**config.mk**
```make
export PLATFORM = sky130hd
export DESIGN_NAME = memory_access
export DESIGN_NICKNAME = d
export VERILOG_FILES = /design/src/rtl/memory_access_pkg.sv /design/src/rtl/memory_lane.sv /design/src/rtl/memory_access.sv
export SDC_FILE = /design/constraint.sdc
export NUM_CORES = 1
export LEC_CHECK = 0
export ABC_AREA = 1
export CAP_MARGIN = 30
export CORE_AREA = 2 2 139 141
export CTS_CLUSTER_SIZE = 40
export DETAILED_ROUTE_END_ITERATION = 12
export DIE_AREA = 0 0 141 143
export PLACE_DENSITY = 0.56
export SYNTH_ARGS = -nofsm -noshare
export SYNTH_HDL_FRONTEND = slang
export SYNTH_SLANG_ARGS = --single-unit
```
**constraint.sdc**
```tcl
create_clock -name clk -period 1.4 [get_ports clk]
set_input_delay 0.28 -clock clk [delete_from_list [all_inputs] [get_ports clk]]
set_output_delay 0.28 -clock clk [all_outputs]
set_load 0.05 [all_outputs]
```
**src/rtl/memory_access_pkg.sv**
```systemverilog
// Shared types and constants for the memory access stage.
// Access type codes match the downstream load-extension stage.
package memory_access_pkg;

  localparam int MEMORY_DATA_W     = 32;
  localparam int MEMORY_WRAP_TYP_W = 3;
  localparam int MEMORY_BE_W       = 4;

  localparam logic [MEMORY_WRAP_TYP_W-1:0] MEMORY_WRAP_TYP_BS = 3'd0;
  localparam logic [MEMORY_WRAP_TYP_W-1:0] MEMORY_WRAP_TYP_HS = 3'd1;
  localparam logic [MEMORY_WRAP_TYP_W-1:0] MEMORY_WRAP_TYP_WS = 3'd2;
  localparam logic [MEMORY_WRAP_TYP_W-1:0] MEMORY_WRAP_TYP_BU = 3'd4;
  localparam logic [MEMORY_WRAP_TYP_W-1:0] MEMORY_WRAP_TYP_HU = 3'd5;

  localparam logic [1:0] MEMORY_ACCESS_ST_IDLE = 2'd0;
  localparam logic [1:0] MEMORY_ACCESS_ST_BUS  = 2'd1;
  localparam logic [1:0] MEMORY_ACCESS_ST_RESP = 2'd2;

  typedef enum logic [1:0] {SZ_B, SZ_H, SZ_W} size_e;

  // Request context kept across the bus cycle
  typedef struct packed {
    logic       we;
    logic [1:0] off;   // effective (aligned) byte offset
  } req_ctx_t;

  // Unknown type codes fall through to word size
  function automatic size_e typ_size(input logic [MEMORY_WRAP_TYP_W-1:0] typ);
    case (typ)
      MEMORY_WRAP_TYP_BS, MEMORY_WRAP_TYP_BU: typ_size = SZ_B;
      MEMORY_WRAP_TYP_HS, MEMORY_WRAP_TYP_HU: typ_size = SZ_H;
      default:                                typ_size = SZ_W;
    endcase
  endfunction

endpackage

```
**src/rtl/memory_lane.sv**
```systemverilog
// Byte-lane decode: byte enables, lane-replicated store data, aligned
// offset (also used to shift load data) and the misaligned flag.
module memory_lane
  import memory_access_pkg::*;
(
  input  logic [MEMORY_WRAP_TYP_W-1:0] typ,
  input  logic [1:0]                   off,
  input  logic [MEMORY_DATA_W-1:0]     wdata,
  output logic [MEMORY_BE_W-1:0]       be,
  output logic [MEMORY_DATA_W-1:0]     wdata_rep,
  output logic [1:0]                   off_eff,
  output logic                         misaligned
);

  // Size-dependent lane selection; off_eff is off masked to natural alignment
  always_comb begin
    be         = 4'b1111;
    wdata_rep  = wdata;
    off_eff    = 2'b00;
    misaligned = 1'b0;
    case (typ_size(typ))
      SZ_B: begin
        be        = 4'b0001 << off;
        wdata_rep = {4{wdata[7:0]}};
        off_eff   = off;
      end
      SZ_H: begin
        be         = off[1] ? 4'b1100 : 4'b0011;
        wdata_rep  = {2{wdata[15:0]}};
        off_eff    = {off[1], 1'b0};
        misaligned = off[0];
      end
      default: begin
        be         = 4'b1111;
        wdata_rep  = wdata;
        off_eff    = 2'b00;
        misaligned = |off;
      end
    endcase
  end

endmodule

```
**src/rtl/memory_access.sv**
```systemverilog
// Load/store access stage: one request at a time onto a word-addressed
// data bus, waits for ack or timeout, returns the shifted load word.
// Optional macro MEMORY_MISALIGN_TRAP_EN: misaligned requests respond with
// an error and no bus cycle; otherwise the offset is forced aligned.
module memory_access
  import memory_access_pkg::*;
#(
  parameter int unsigned TIMEOUT = 16
) (
  input  logic                         clk,
  input  logic                         rst_n,
  input  logic                         req_valid,
  output logic                         req_ready,
  input  logic                         req_we,
  input  logic [MEMORY_WRAP_TYP_W-1:0] req_typ,
  input  logic [31:0]                  req_addr,
  input  logic [MEMORY_DATA_W-1:0]     req_wdata,
  output logic                         resp_valid,
  output logic [MEMORY_DATA_W-1:0]     resp_data,
  output logic [MEMORY_WRAP_TYP_W-1:0] resp_typ,
  output logic                         resp_err,
  output logic                         mem_req,
  output logic                         mem_we,
  output logic [31:0]                  mem_addr,
  output logic [MEMORY_BE_W-1:0]       mem_be,
  output logic [MEMORY_DATA_W-1:0]     mem_wdata,
  input  logic                         mem_ack,
  input  logic [MEMORY_DATA_W-1:0]     mem_rdata
);

  localparam int unsigned   TO_LAST_I = (TIMEOUT > 0) ? TIMEOUT - 1 : 0;
  localparam logic [15:0]   TO_LAST   = TO_LAST_I[15:0];
  localparam logic          TO_EN     = (TIMEOUT != 0);

  logic [1:0]               state;
  logic [15:0]              tmo_cnt;
  req_ctx_t                 ctx;

  logic [MEMORY_BE_W-1:0]   lane_be;
  logic [MEMORY_DATA_W-1:0] lane_wdata;
  logic [1:0]               lane_off;
  logic                     lane_mis;
  logic                     trap;
  logic                     tmo_hit;
  logic [MEMORY_DATA_W-1:0] rdata_shift;

  memory_lane u_lane (
    .typ        (req_typ),
    .off        (req_addr[1:0]),
    .wdata      (req_wdata),
    .be         (lane_be),
    .wdata_rep  (lane_wdata),
    .off_eff    (lane_off),
    .misaligned (lane_mis)
  );

`ifdef MEMORY_MISALIGN_TRAP_EN
  assign trap = lane_mis;
`else
  logic unused_mis;
  assign unused_mis = lane_mis;
  assign trap       = 1'b0;
`endif

  assign req_ready   = (state == MEMORY_ACCESS_ST_IDLE);
  assign mem_req     = (state == MEMORY_ACCESS_ST_BUS);
  assign resp_valid  = (state == MEMORY_ACCESS_ST_RESP);
  assign tmo_hit     = TO_EN && (tmo_cnt == TO_LAST);
  assign rdata_shift = mem_rdata >> {ctx.off, 3'b000};

  // Request/bus/response sequencing; ack takes priority over timeout
  always_ff @(posedge clk) begin
    if (!rst_n) begin
      state     <= MEMORY_ACCESS_ST_IDLE;
      tmo_cnt   <= '0;
      ctx       <= '0;
      mem_we    <= 1'b0;
      mem_addr  <= '0;
      mem_be    <= '0;
      mem_wdata <= '0;
      resp_data <= '0;
      resp_typ  <= '0;
      resp_err  <= 1'b0;
    end else begin
      case (state)
        MEMORY_ACCESS_ST_IDLE: begin
          if (req_valid) begin
            ctx       <= '{we: req_we, off: lane_off};
            mem_we    <= req_we;
            mem_addr  <= {req_addr[31:2], 2'b00};
            mem_be    <= req_we ? lane_be : 4'b1111;
            mem_wdata <= lane_wdata;
            resp_typ  <= req_typ;
            resp_data <= '0;
            tmo_cnt   <= '0;
            if (trap) begin
              resp_err <= 1'b1;
              state    <= MEMORY_ACCESS_ST_RESP;
            end else begin
              resp_err <= 1'b0;
              state    <= MEMORY_ACCESS_ST_BUS;
            end
          end
        end
        MEMORY_ACCESS_ST_BUS: begin
          if (mem_ack) begin
            resp_data <= ctx.we ? '0 : rdata_shift;
            state     <= MEMORY_ACCESS_ST_RESP;
          end else if (tmo_hit) begin
            resp_err  <= 1'b1;
            state     <= MEMORY_ACCESS_ST_RESP;
          end else begin
            tmo_cnt   <= tmo_cnt + 16'd1;
          end
        end
        MEMORY_ACCESS_ST_RESP: state <= MEMORY_ACCESS_ST_IDLE;
        default:               state <= MEMORY_ACCESS_ST_IDLE;
      endcase
    end
  end

endmodule

```
== Word-level counts from Yosys, hierarchy flattened ==
Cells that the tools add are included.

* Bits in registers: 123
* Word-level logic and storage cells: 59

* Add/subtract/negate cells: 1
* Equal/unequal tests: 13
* Reductions and logical operators: 11
* Shift-type cells: 2
* Muxes and demuxes: 22

{| class="wikitable"
|+ Operators with widths
! kind !! number
|-
| one-hot mux 32 bit (2 select lines) || 2
|-
| two-way mux 32 bit || 3
|-
| two-way mux 16 bit || 3
|-
| one-hot mux 16 bit (2 select lines) || 1
|-
| right shift 32 x 5 -> 32 bit || 1
|-
| adder 16 x 1 -> 16 bit (second input constant) || 1
|-
| equality test 16 x 4 -> 1 bit (second input constant) || 1
|-
| one-hot mux 2 bit (2 select lines) || 3
|-
| two-way mux 4 bit || 2
|-
| one-hot mux 4 bit (2 select lines) || 1
|-
| AND reduction 4 bit || 2
|-
| equality test 3 bit (second input constant) || 2
|-
| two-way mux 2 bit || 3
|-
| inequality test 2 bit (second input constant) || 3
|-
| equality test 2 x 1 -> 1 bit (second input constant) || 2
|-
| logical NOT 2 bit || 2
|-
| inequality test 2 x 1 -> 1 bit (second input constant) || 2
|-
| AND reduction 2 bit || 2
|-
| OR reduction 2 bit || 2
|-
| << shifter 1 x 2 -> 4 bit (first input constant) || 1
|-
| equality test 3 x 1 -> 1 bit (second input constant) || 1
|-
| logical NOT 3 bit || 1
|-
| two-way mux 1 bit || 3
|-
| inequality test 3 x 1 -> 1 bit (second input constant) || 1
|-
| other kinds (4) || 4
|}

== Longest topological paths before layout ==
* Word-level depth: 6
* Mapped depth: 10
* Depth with buffers taken out: 10

== Modules after synthesis ==
A second synthesis with hierarchy kept.

* Cell total of the unflattened synthesis: 867
* Area, all modules: 5,840.6 µm²

{| class="wikitable"
|+ By module, submodules not included
! module !! times used !! sequential area each (µm²) !! area each (µm²) !! cells an instance
|-
| memory_access || 1 || 2,462.4 || 5,316.3 || 767
|-
| memory_lane || 1 || 0.0 || 524.3 || 100
|}

== Worst setup path after synthesis ==
OpenSTA, ideal clock, no wires.

* Kind: register to register
* From: register state[0]
* To: register resp_data[16]
* Arrival time: 1.649 ns
* Stages on the path, launching flop included: 9
* Library setup time: 0.070 ns
* Path slack: -0.320 ns
* Buffers on the path: 1
* Cell sequence: dfxtp_1 -> nor2_2 -> nand2_2 -> nand2_2 -> nand2_2 -> nor2_4 -> buf_6 -> nand2_1 -> a21oi_1

* Word-level cells in the longest chain between the ends: 3

{| class="wikitable"
|+ Ends and longest elaborated chain
! item !! RTL line !! source
|-
| start, declared || memory_access.sv:35 || <nowiki>logic [1:0] state;</nowiki>
|-
| start signal, assigned || memory_access.sv:74 || <nowiki>state <= MEMORY_ACCESS_ST_IDLE;</nowiki>
|-
| start signal, assigned || memory_access.sv:98 || <nowiki>state <= MEMORY_ACCESS_ST_RESP;</nowiki>
|-
| start signal, assigned || memory_access.sv:101 || <nowiki>state <= MEMORY_ACCESS_ST_BUS;</nowiki>
|-
| logical NOT 2 bit * || -- ||
|-
| net req_ready || memory_access.sv:13 || <nowiki>output logic req_ready,</nowiki>
|-
| inequality test 2 bit (no line) or nonzero test 2 bit (tied branches) || -- ||
|-
| AND reduction 3 bit (no line) || -- ||
|-
| end signal, assigned || memory_access.sv:107 || <nowiki>resp_data <= ctx.we ? '0 : rdata_shift;</nowiki>
|-
| end, declared || memory_access.sv:19 || <nowiki>output logic [MEMORY_DATA_W-1:0] resp_data,</nowiki>
|}

Mark *: on every way through the listed nets, which the timed path passes. The rest lies on a longest branch.
A chain may end at the register's enable or synchronous reset.

== Worst setup path in the final report ==
* From: register state[1]
* To: output port mem_req

* Word-level cells in the longest chain between the ends: 1

{| class="wikitable"
|+ Ends and longest elaborated chain
! item !! RTL line !! source
|-
| equality test 2 x 1 -> 1 bit || memory_access.sv:66 || <nowiki>assign mem_req = (state == MEMORY_ACCESS_ST_BUS);</nowiki>
|-
| end, declared || memory_access.sv:22 || <nowiki>output logic mem_req,</nowiki>
|}

No other way between the ends.

==> out/qor.csv <==
stage,metric,value,unit
run_status,run_status,"finished, violations left",
run_status,failing_checks,negative setup slack,
logic_synthesis,count_of_warnings_emitted_by_yosys,0,
place,portBuffers,209,
worst_setup_path,criticalPathCategory,flip-flop to output pin,
sta,period_share,1.04,
cts,cts_hold_repair.buffers,0,
routing,routedWlPerCell,15.3,um
logic_synthesis,yosysSeqAreaShare,0.445,
worst_setup_path,critical_path_required,1120,ps
sta,final-hold-violation-count,0,
cts,tritoncts,built,
global_routing,grt_overflow,0,
final_layout,final_net_count,1187,
logic_synthesis,synth-edff-count,0,
sta,clock-skew-final,10.3,ps
cts,clk_transition_reported_paths,50,ps
sta,worst-slew-pin-transition,641,ps
logic_synthesis,mapped_avg_cell_area,6.80,um2
worst_setup_path,timing.critical_path.max_delay_family,buffers and inverters,
pwr,max-vdd-ir-drop,906,uV
logic_synthesis,ys_types,31,
final_layout,post_route_cells_drive_above_1_share,0.290,
cts,cts_inserted_buffers,17,
worst_setup_path,cp-start-kind,flip-flop,
cts,ctsLongestPathBuffers,2,
sta,slew-limit-headroom,0.571,
floorplanning,placeable_area,18600,um2
final_layout,area_growth_syn_to_layout,93.2,%
logic_synthesis,ys_async_sr_fraction,0,
logic_synthesis,top_flip_flop_cell_by_instance_count_after_synthesis,dfxtp_1,
worst_setup_path,crit_fanout,2,
min_path,hold_path_startpoint,rst_n,
logic_synthesis,postSynthCellCount,814,
cts,clock_sinks,123,
place,gp_congestion,0.845,
final_layout,most_common_library_cell_in_the_layout_ignoring_fill_and_taps,nand2_1,
global_routing,grt_pass1_wl,31.6,mm
sta,clock.fmax,686,MHz
job,max_cap_violations,0,
worst_setup_path,timing.critical_path.to_type,output pin,
min_path,min_path_type,input pin to flip-flop,
routing,detail_route.first_pass.iterations,5,
floorplanning,die_width,141,um
sta,setup_ws,-57.2,ps
pwr,power.static_leakage,4.28,nW
final_layout,mostFrequentLayoutCells,"nand2_1 (195), nor2_1 (140), buf_12 (118), dfxtp_1 (112), clkdlybuf4s50_1 (102)",
sta,final-max-slew-violation-count,0,
floorplanning,initial_core_util,0.298,
sta,min_clock_period_post_route,1460,ps
routing,vias,6244,
final_layout,n_fill_cell,1640,
min_path,holdPathStages,3,
cts,worst_skew_pair.late_latency,420,ps
floorplanning,io_pins,212,
min_path,hold_end,state[1]$_SDFFE_PN0P_,
worst_setup_path,worst_r2r_startpoint,state[1]$_SDFFE_PN0P_,
pwr,power_density,1150,nW/um2
routing,ant_nets,0,
global_routing,grt.total_usage,0.200,
floorplanning,die-area,20200,um2
floorplanning,dieHeight,143,um
routing,routed_via_density,4.70,
cts,clockRootBuffer,clkbuf_16,
sta,final_hold_slack,189,ps
routing,total_wire_length_after_detailed_routing,20.4,mm
worst_setup_path,crit_buf_inv,4,
worst_setup_path,arrival,1180,ps
sta,rsz0062_at_grt,yes,
worst_setup_path,critical_path.max_stage_delay,350,ps
worst_setup_path,crit_path_top_delay_cell,dfxtp_2,
logic_synthesis,synth_area,5530,um2
worst_setup_path,crit_chain,"inv_2, nand2_4, inv_4, buf_8, buf_12",
logic_synthesis,synth.ff_latch_count,123,
sta,finalSetupViolCount,3,
cts,number_of_levels_in_the_clock_h_tree,4,
floorplanning,fp-row-count,50,
global_routing,first_global_vias,5944,
global_routing,maximum_number_of_pins_on_one_net_before_global_route_repair,72,
worst_setup_path,worst-r2r-cell-count,11,
worst_setup_path,timing.rr.end,resp_data[24]$_SDFFE_PN0P_,
final_layout,fin_util,0.575,
routing,detailedRoute.firstIterationViolations,361,
worst_setup_path,ff2ff_setup_slack,-10,ps
routing,detail_route.drc_violations,0,
global_routing,grt_antenna_before_repair,1,
place,dpl.hpwl,14.6,mm
[tightest hold or removal path: cells and delay by family]
kind	cells	cell delay, ps
buf+inv	2	230
simple gates	1	60
[Yosys cell counts, types with 2 or more instances]
master,instances,area share
o21ai_1,2,0.0018
clkbuf_1,26,0.018
buf_6,3,0.0061
inv_2,2,0.0014
dfxtp_1,123,0.44
nand2_1,205,0.14
nand2_2,5,0.0057
nor3_1,2,0.0018
nor2_2,2,0.0023
buf_2,20,0.018
o21ai_0,97,0.088
o21bai_1,3,0.0041
inv_1,40,0.027
a31oi_1,27,0.031
a21oi_1,55,0.050
clkinv_1,2,0.0014
nand2_4,2,0.0041
nand3_1,20,0.018
o31ai_1,10,0.014
buf_4,3,0.0041
nand4_1,5,0.0057
nor2_1,151,0.10
[metal layers]
metal	share of wire	track usage	vias to the layer above
met5	0	0	-
met4	0.021	0.0653	0
li1	-	-	3189
met1	0.42	0.252	2865
met2	0.50	0.325	163
met3	0.062	0.0657	27
[final cells by class]
| cell class | instances | area (um2) | share of cell area |
|---|---|---|---|
| Tap cell | 234 | 293 | 0.0274 |
| Multi-Input combinational cell | 595 | 2990 | 0.280 |
| Clock buffer | 18 | 439 | 0.0411 |
| Inverter | 45 | 195 | 0.0183 |
| Sequential cell | 123 | 2480 | 0.232 |
| Antenna cell | 1 | 2.50 | 0.000234 |
| Clock inverter | 13 | 199 | 0.0186 |
| Timing Repair Buffer | 300 | 4090 | 0.383 |
[metrics by stage]
step	instances	setup WS [ps]	TNS (ps)	total power, mW	area, um2
3_3_place_gp	1287	-213	-17850	7.35	9520
2_1_floorplan	815	-40.4	-382	5.51	5580
3_5_place_dp	1287	-236	-18800	7.35	9520
6_report	1329	-57.2	-65.7	12.3	10700
4_1_cts	1323	-78.4	-113	12.2	10300
5_1_grt	1329	-118	-1820	12.8	10700
[state kept, by name, indices dropped and copies added (netlist names)]
register and flops:
mem_wdata 32, tmo_cnt 16, mem_addr 30, mem_be 4, resp_data 32, ctx 3
resp_typ 3, resp_err 1, state 2
[power by group]
group	switching [mW]	internal (mW)	total, mW
clock	1.62	3.18	4.80
sequential	0.250	3.74	3.99
combinational	1.82	1.70	3.53
[how the worst max path moves through the flow]
stage	depth (start not counted)	start	end	slack [ps]
finish	5	state[1]$_SDFFE_PN0P_	mem_req	-60
global route	8	tmo_cnt[0]$_SDFFE_PN0P_	tmo_cnt[6]$_SDFFE_PN0P_	-120
CTS	5	state[1]$_SDFFE_PN0P_	mem_req	-80
detailed placement	4	req_typ[1]	mem_wdata[26]$_SDFFE_PN0P_	-240
global placement	5	req_typ[0]	mem_wdata[31]$_SDFFE_PN0P_	-210
floorplan	8	state[0]$_SDFFE_PN0P_	resp_data[16]$_SDFFE_PN0P_	-40
[cells by family (layout without fill, tap and decap cells)]
logic type | Yosys count | in the layout | synth area share
DFF | 123 | 123 | 0.445
adders and majority gates | 1 | 1 | 0.00226
and+or+nand+nor | 394 | 395 | 0.283
buffers and inverters | 98 | 376 | 0.0775
xor gates and xnor gates | 2 | 2 | 0.00317
AOI/OAI and AO/OA | 195 | 195 | 0.189
other | 1 | 3 | 0.000678
[timing repair]
action,CTS,global route
pin swaps,6,15
cloned,1,4
hold endpoints to repair,0,0
buffers inserted,4,2
endpoints found under the setup margin,33,93
gates resized for setup,19,117
Power figures use the tool's default switching activity.
